<file path="src/rtl/cam_frame_writer.sv">
// cam_frame_writer: DVP camera bytes -> SDRAM write-FIFO beats, one wr_load per frame
// Ports: pclk, rst_n (async, active-low); sdram_init_done (clk_ref domain, synchronised here);
//   cam_vsync/cam_href/cam_data (DVP input); wrf_wrreq/wrf_din (write-FIFO beat);
//   wr_load (frame-start address reset); sdram_read_valid (sticky, first good frame stored);
//   frame_done/frame_err (frame close pulse and status); frame_cnt (good frames, wrapping).
module cam_frame_writer #(
  parameter int H_BYTES     = 1280,
  parameter int V_LINES     = 480,
  parameter int SKIP_FRAMES = 10,
  parameter int LOAD_CYC    = 8,
  parameter int VS_POL      = 1
) (
  input  logic        pclk,
  input  logic        rst_n,
  input  logic        sdram_init_done,
  input  logic        cam_vsync,
  input  logic        cam_href,
  input  logic [7:0]  cam_data,
  output logic        wrf_wrreq,
  output logic [7:0]  wrf_din,
  output logic        wr_load,
  output logic        sdram_read_valid,
  output logic        frame_done,
  output logic        frame_err,
  output logic [15:0] frame_cnt
);
  localparam int CW = $clog2(H_BYTES + 1);
  localparam int RW = $clog2(V_LINES + 1);
  localparam int SW = SKIP_FRAMES > 0 ? $clog2(SKIP_FRAMES + 1) : 1;
  localparam int LW = $clog2(LOAD_CYC);
  localparam logic [CW-1:0] H_MAX = CW'(H_BYTES);
  localparam logic [RW-1:0] R_MAX = RW'(V_LINES);
  localparam logic [SW-1:0] S_END = SW'(SKIP_FRAMES);
  localparam logic [LW-1:0] L_END = LW'(LOAD_CYC - 1);
  typedef enum logic [1:0] {IDLE, SKIP, LOAD, CAPTURE} state_t;
  state_t state, state_n;
  logic init_s1, init_sync, vs_r1, vs_r2, href_r1, href_r2;
  logic [7:0] data_r1;
  logic [CW-1:0] col, col_n;
  logic [RW-1:0] row, row_n;
  logic [SW-1:0] skip_cnt, skip_n;
  logic [LW-1:0] load_cnt, load_n;
  logic err, err_n, wrreq_n, wr_load_n, rv_n, done_n, ferr_n, close_err;
  logic [15:0] cnt_n;
  logic vs_in, vs_rise, href_fall;
  assign vs_in = VS_POL != 0 ? cam_vsync : ~cam_vsync;
  assign vs_rise = vs_r1 & ~vs_r2;
  assign href_fall = ~href_r1 & href_r2;
  always_comb begin
    state_n = state;
    skip_n = skip_cnt;
    load_n = load_cnt;
    col_n = col;
    row_n = row;
    err_n = err;
    wrreq_n = 1'b0;
    done_n = 1'b0;
    ferr_n = frame_err;
    cnt_n = frame_cnt;
    rv_n = sdram_read_valid;
    close_err = 1'b0;
    if (!init_sync) begin
      state_n = IDLE;
      skip_n = '0;
    end else begin
      case (state)
        IDLE: begin
          state_n = SKIP;
          skip_n = '0;
        end
        SKIP: if (vs_rise) begin
          if (skip_cnt == S_END) begin
            state_n = LOAD;
            load_n = '0;
            col_n = '0;
            row_n = '0;
            err_n = 1'b0;
          end else skip_n = skip_cnt + 1'b1;
        end
        LOAD: begin
          // bytes arriving while the address is being reset are lost: mark the frame bad
          col_n = '0;
          row_n = '0;
          err_n = err | href_r1;
          load_n = load_cnt + 1'b1;
          state_n = load_cnt == L_END ? CAPTURE : LOAD;
        end
        CAPTURE: begin
          wrreq_n = href_r1 & (col < H_MAX) & (row < R_MAX);
          if (href_r1) begin
            if (col < H_MAX) col_n = col + 1'b1;
            else err_n = 1'b1;
            if (row == R_MAX) err_n = 1'b1;
          end
          if (href_fall) begin
            col_n = '0;
            if (row < R_MAX) row_n = row + 1'b1;
            if (col != H_MAX) err_n = 1'b1;
          end
          if (vs_rise) begin
            // a line still open at vsync (col_n != 0) is a truncated short line
            close_err = err_n | (row_n != R_MAX) | (col_n != '0);
            done_n = 1'b1;
            ferr_n = close_err;
            cnt_n = close_err ? frame_cnt : frame_cnt + 16'd1;
            rv_n = sdram_read_valid | ~close_err;
            state_n = LOAD;
            load_n = '0;
            col_n = '0;
            row_n = '0;
            err_n = 1'b0;
          end
        end
      endcase
    end
    wr_load_n = state_n == LOAD;
  end
  always_ff @(posedge pclk or negedge rst_n) begin
    if (!rst_n) begin
      state <= IDLE;
      {init_s1, init_sync, vs_r1, vs_r2, href_r1, href_r2} <= '0;
      data_r1 <= '0;
      col <= '0;
      row <= '0;
      skip_cnt <= '0;
      load_cnt <= '0;
      err <= 1'b0;
      wrf_wrreq <= 1'b0;
      wrf_din <= '0;
      wr_load <= 1'b0;
      sdram_read_valid <= 1'b0;
      frame_done <= 1'b0;
      frame_err <= 1'b0;
      frame_cnt <= '0;
    end else begin
      state <= state_n;
      init_s1 <= sdram_init_done;
      init_sync <= init_s1;
      vs_r1 <= vs_in;
      vs_r2 <= vs_r1;
      href_r1 <= cam_href;
      href_r2 <= href_r1;
      data_r1 <= cam_data;
      col <= col_n;
      row <= row_n;
      skip_cnt <= skip_n;
      load_cnt <= load_n;
      err <= err_n;
      wrf_wrreq <= wrreq_n;
      wrf_din <= data_r1;
      wr_load <= wr_load_n;
      sdram_read_valid <= rv_n;
      frame_done <= done_n;
      frame_err <= ferr_n;
      frame_cnt <= cnt_n;
    end
  end
endmodule
</file>
<file path="config.mk">
export PLATFORM = sky130hd
export DESIGN_NAME = cam_frame_writer
export DESIGN_NICKNAME = d
export VERILOG_FILES = /design/src/rtl/cam_frame_writer.sv
export SDC_FILE = /design/constraint.sdc
export NUM_CORES = 1
export LEC_CHECK = 0
export CORE_MARGIN = 3
export CORE_UTILIZATION = 55
export CTS_CLUSTER_SIZE = 28
export DETAILED_ROUTE_END_ITERATION = 16
export PLACE_DENSITY = 0.84
export REMOVE_ABC_BUFFERS = 1
export SLEW_MARGIN = 10
export SYNTH_ARGS = -nofsm -noshare
export SYNTH_HDL_FRONTEND = slang
export SYNTH_SLANG_ARGS = --single-unit
</file>
<file path="constraint.sdc">
create_clock -name pclk -period 4 [get_ports pclk]
set_input_delay 1 -clock pclk [delete_from_list [all_inputs] [get_ports pclk]]
set_output_delay 1 -clock pclk [all_outputs]
set_load 0.02 [all_outputs]
</file>
==> run_results.csv <==
group,metric,value,unit
outcome,status,"finished, final reports clean",
worst_setup_path,worstPathCellList,"nor2b_1 > nand2_1 > o31a_1 > or4_1 > or4_1 > nor4_2 > xor2_1",
detailed_routing,drt-initial-drc-count,306,
placed_design,hpwl,5.18,mm
timing,report.final.hold_viol_count,0,
hold_path,holdPathEnd,"wrf_din[1]",
logic_synthesis,synth_top_family_by_area,"simple AND/OR/NAND/NOR gates",
grt,antenna_found_initial,0,
power,static-leakage-power,0.00182,µW
die,dieArea,7520,µm²
detailed_routing,wl_per_cell,16.4,µm
cts,root_buffer,"clkbuf_8",
power,p_per_area,338,nW/µm²
placed_design,port_buffers,41,
logic_synthesis,yosys.area_share.simple,20.6,%
layout,final_net_count,412,
worst_setup_path,path_buf_inv,0,
layout,utilization,69.1,%
cts,cts.clk_slew.worst_paths,0.08,ns
timing,drv_slew,0,
layout,syn2layout_area_growth,17.6,%
timing,slew_headroom,41.1,%
die,io-pin-count,42,
timing,layout_min_cycle_time,3.49,ns
logic_synthesis,synth_compound_area_share,16.1,%
hold_path,holdPathStages,0,
timing,rsz0062_at_grt,"no",
worst_setup_path,cp_slowest_cell,"or4_1",
worst_setup_path,path_max_fanout,18,
grt,grt_use_total,22.3,%
hold_path,holdCritStartpoint,"data_r1[1]",
job,drv_cap,0,
cts,cts_resized,0,
timing,post-route-period-util,87.3,%
worst_setup_path,cp_slowest_stage_delay,0.86,ns
worst_setup_path,end_kind,"flop",
layout,diodes,0,
worst_setup_path,cp.arrival,3.76,ns
timing,max_freq,287,MHz
logic_synthesis,yosys.area_share.xor_xnor,3.91,%
die,rows,28,
worst_setup_path,rr_worst_depth,7,
logic_synthesis,synthFlopType,"dfrtp_1",
grt,grt_pass1_vias,2791,
placed_design,gp_congestion,0.924,
worst_setup_path,cp-start-kind,"flop",
die,die_h,86.7,µm
timing,tns,0,ns
cts,clock_path_buffers,2,
logic_synthesis,synthAdderAreaFrac,3.14,%
logic_synthesis,ys_seq_area_share,51.0,%
cts,postCtsSetupBuffers,0,
detailed_routing,drc,0,
hold_path,hp-class,"reg -> reg",
worst_setup_path,rr_startpoint,"href_r1",
logic_synthesis,synthCells,354,
placed_design,placedCellCount,454,
logic_synthesis,synth.distinct_cells,61,
cts,cts_tree,"yes",
layout,final_cells,470,
logic_synthesis,synthMuxAreaShare,1.05,%
die,start_util,58.8,%
die,die_w,86.7,µm
worst_setup_path,cpLargestDelayFamily,"simple AND/OR/NAND/NOR gates",
detailed_routing,vias_per_cell,6.16,
detailed_routing,drt_wl_total,7.70,mm
cts,cts_max_level,3,
layout,fillers,449,
detailed_routing,ant_nets,0,
timing,setup_viol,0,
timing,clock_skew,0.0145,ns
logic_synthesis,synth-edff-count,0,
grt,grt_pass1_wl,13.2,mm
worst_setup_path,crit_type,"reg -> reg",
logic_synthesis,postSynthAreaPerCell,10.1,µm²
cts,clkSinkCount,73,
cts,cts_hold_buffers,0,
logic_synthesis,syn_area,3580,µm²
worst_setup_path,crit_required,4.27,ns
power,vdd_ir_drop_max,0.000315,V
cts,cts_buffers,9,
logic_synthesis,yosys_warnings,0,
logic_synthesis,synth-async-reset-ratio,100,%
cts,insertion_delay,0.35,ns
worst_setup_path,crit_top_cell,"or4_1",
detailed_routing,dr.pass1.iters,6,
timing,tightest_slew,0.883,ns
layout,drive_gt1_share,9.11,%
detailed_routing,vias,2893,
grt,grt-ovfl-total,0,
grt,grt_max_degree,74,
die,coreArea,6100,µm²
logic_synthesis,ys_ff_latch,73,
worst_setup_path,r2r-end,"frame_cnt[7]",
worst_setup_path,r2r_slack,0.51,ns
-- worst reg2reg max path, cell delays in order (launching register included) --
cell	delay [ns]
dfrtp_1	0.53
nor2b_1	0.57
nand2_1	0.25
o31a_1	0.29
or4_1	0.38
or4_1	0.86
nor4_2	0.37
xor2_1	0.17
-- synthesized netlist by cell type (2+ instances only) --
master     number  share of area [%]
dfrtp_1        73                 51
nand2_1        31                3.2
nor2_1         29                3.0
o21ai_0        24                3.4
inv_1          15                1.6
nand3_1        15                2.1
a21oi_1        14                2.0
nor3_1         13                1.8
xor2_1         12                2.9
clkbuf_1       10                1.0
nand4_1        10                1.7
ha_1            9                3.1
a31oi_1         7                1.2
nor2b_1         7                1.2
a22o_1          5                1.2
buf_2           4               0.56
nand2b_1        4               0.70
nor3_2          4                1.1
o211ai_1        4               0.84
xnor2_1         4               0.98
and3_1          3               0.52
nor4_2          3                1.0
o41ai_1         3               0.73
a21o_1          2               0.42
a2bb2oi_1       2               0.49
a32oi_1         2               0.49
a41o_1          2               0.56
a41oi_1         2               0.49
and2_1          2               0.35
and4_1          2               0.49
buf_4           2               0.42
buf_6           2               0.63
mux2_2          2               0.63
o22ai_1         2               0.35
o31ai_1         2               0.42
or4_1           2               0.42
-- per-stage QoR --
stage	power [µW]	worst slack, ns	instance area (µm²)	hold slack [ns]
after floorplan	791	1.01	3490	0.331
after global placement	829	0.681	4000	0.332
after detailed placement	831	0.538	4000	0.335
after CTS	1430	0.543	4210	0.358
after global routing	1480	0.304	4210	0.362
final	1420	0.510	4210	0.356
-- state kept, by name (all words and copies together) (netlist names), 2 cells and up --
name and cells:
col 11, data_r1 8, frame_cnt 16, load_cnt 3, row 9, skip_cnt 4, state 2, wrf_din 8
-- kinds of logic (layout without fill, tap and decap cells) --
logic type | after synthesis | count (layout)
mux | 3 | 3
fa+ha+maj | 9 | 9
flops | 73 | 73
xor+xnor | 16 | 16
buf+inv | 33 | 74
simple gates | 135 | 135
compound gates | 85 | 85
-- where the power goes --
part	switching (µW)	total [µW]	internal (µW)
Combinational	32.8	56.6	23.8
Sequential	8.86	759	750
Clock	298	609	312
Total	339	1420	1090
-- worst max-delay path by stage --
stage	start	end	slack (ns)	depth (start not counted)
after floorplan	href_r1	frame_cnt[15]	1.01	7
after global placement	href_r1	frame_cnt[15]	0.68	7
after detailed placement	href_r1	frame_cnt[7]	0.54	7
after CTS	href_r1	frame_cnt[7]	0.54	7
after global routing	href_r1	frame_cnt[7]	0.30	7
final	href_r1	frame_cnt[7]	0.51	7
-- routing by layer --
metal | global-route usage, % | wire length, µm
met2 | 33.5 | 3540
met5 | 0 | 0
met4 | 8.92 | 143
met1 | 31.7 | 3450
met3 | 4.47 | 566
-- placed cells by master (no fill, tap or decap), types with 3 or more instances in the layout --
cell / n
dfrtp_1: 73
o21ai_0: 24
a22o_1: 5
ha_1: 9
xnor2_1: 4
clkbuf_8: 10
buf_4: 3
a31oi_1: 7
nor2_1: 29
and3_1: 3
o211ai_1: 4
inv_1: 15
nand3_1: 15
a21oi_1: 14
nor3_1: 13
nor2b_1: 7
o41ai_1: 3
nand2_1: 31
nor4_2: 3
nand4_1: 10
xor2_1: 12
clkdlybuf4s50_1: 40
nand2b_1: 4
nor3_2: 4
-- layout make-up --
| type | count | area [µm²] | share of cell area, % |
|---|---|---|---|
| sequential | 73 | 1830 | 43.3 |
| multi-input combinational | 248 | 1600 | 38.1 |
| timing repair buffer | 43 | 423 | 10.0 |
| clock buffer | 10 | 138 | 3.27 |
| tap | 75 | 93.8 | 2.23 |
| clock inverter | 6 | 72.6 | 1.72 |
| inverter | 15 | 56.3 | 1.34 |
Note: power is estimated with default switching activity, not from simulation.
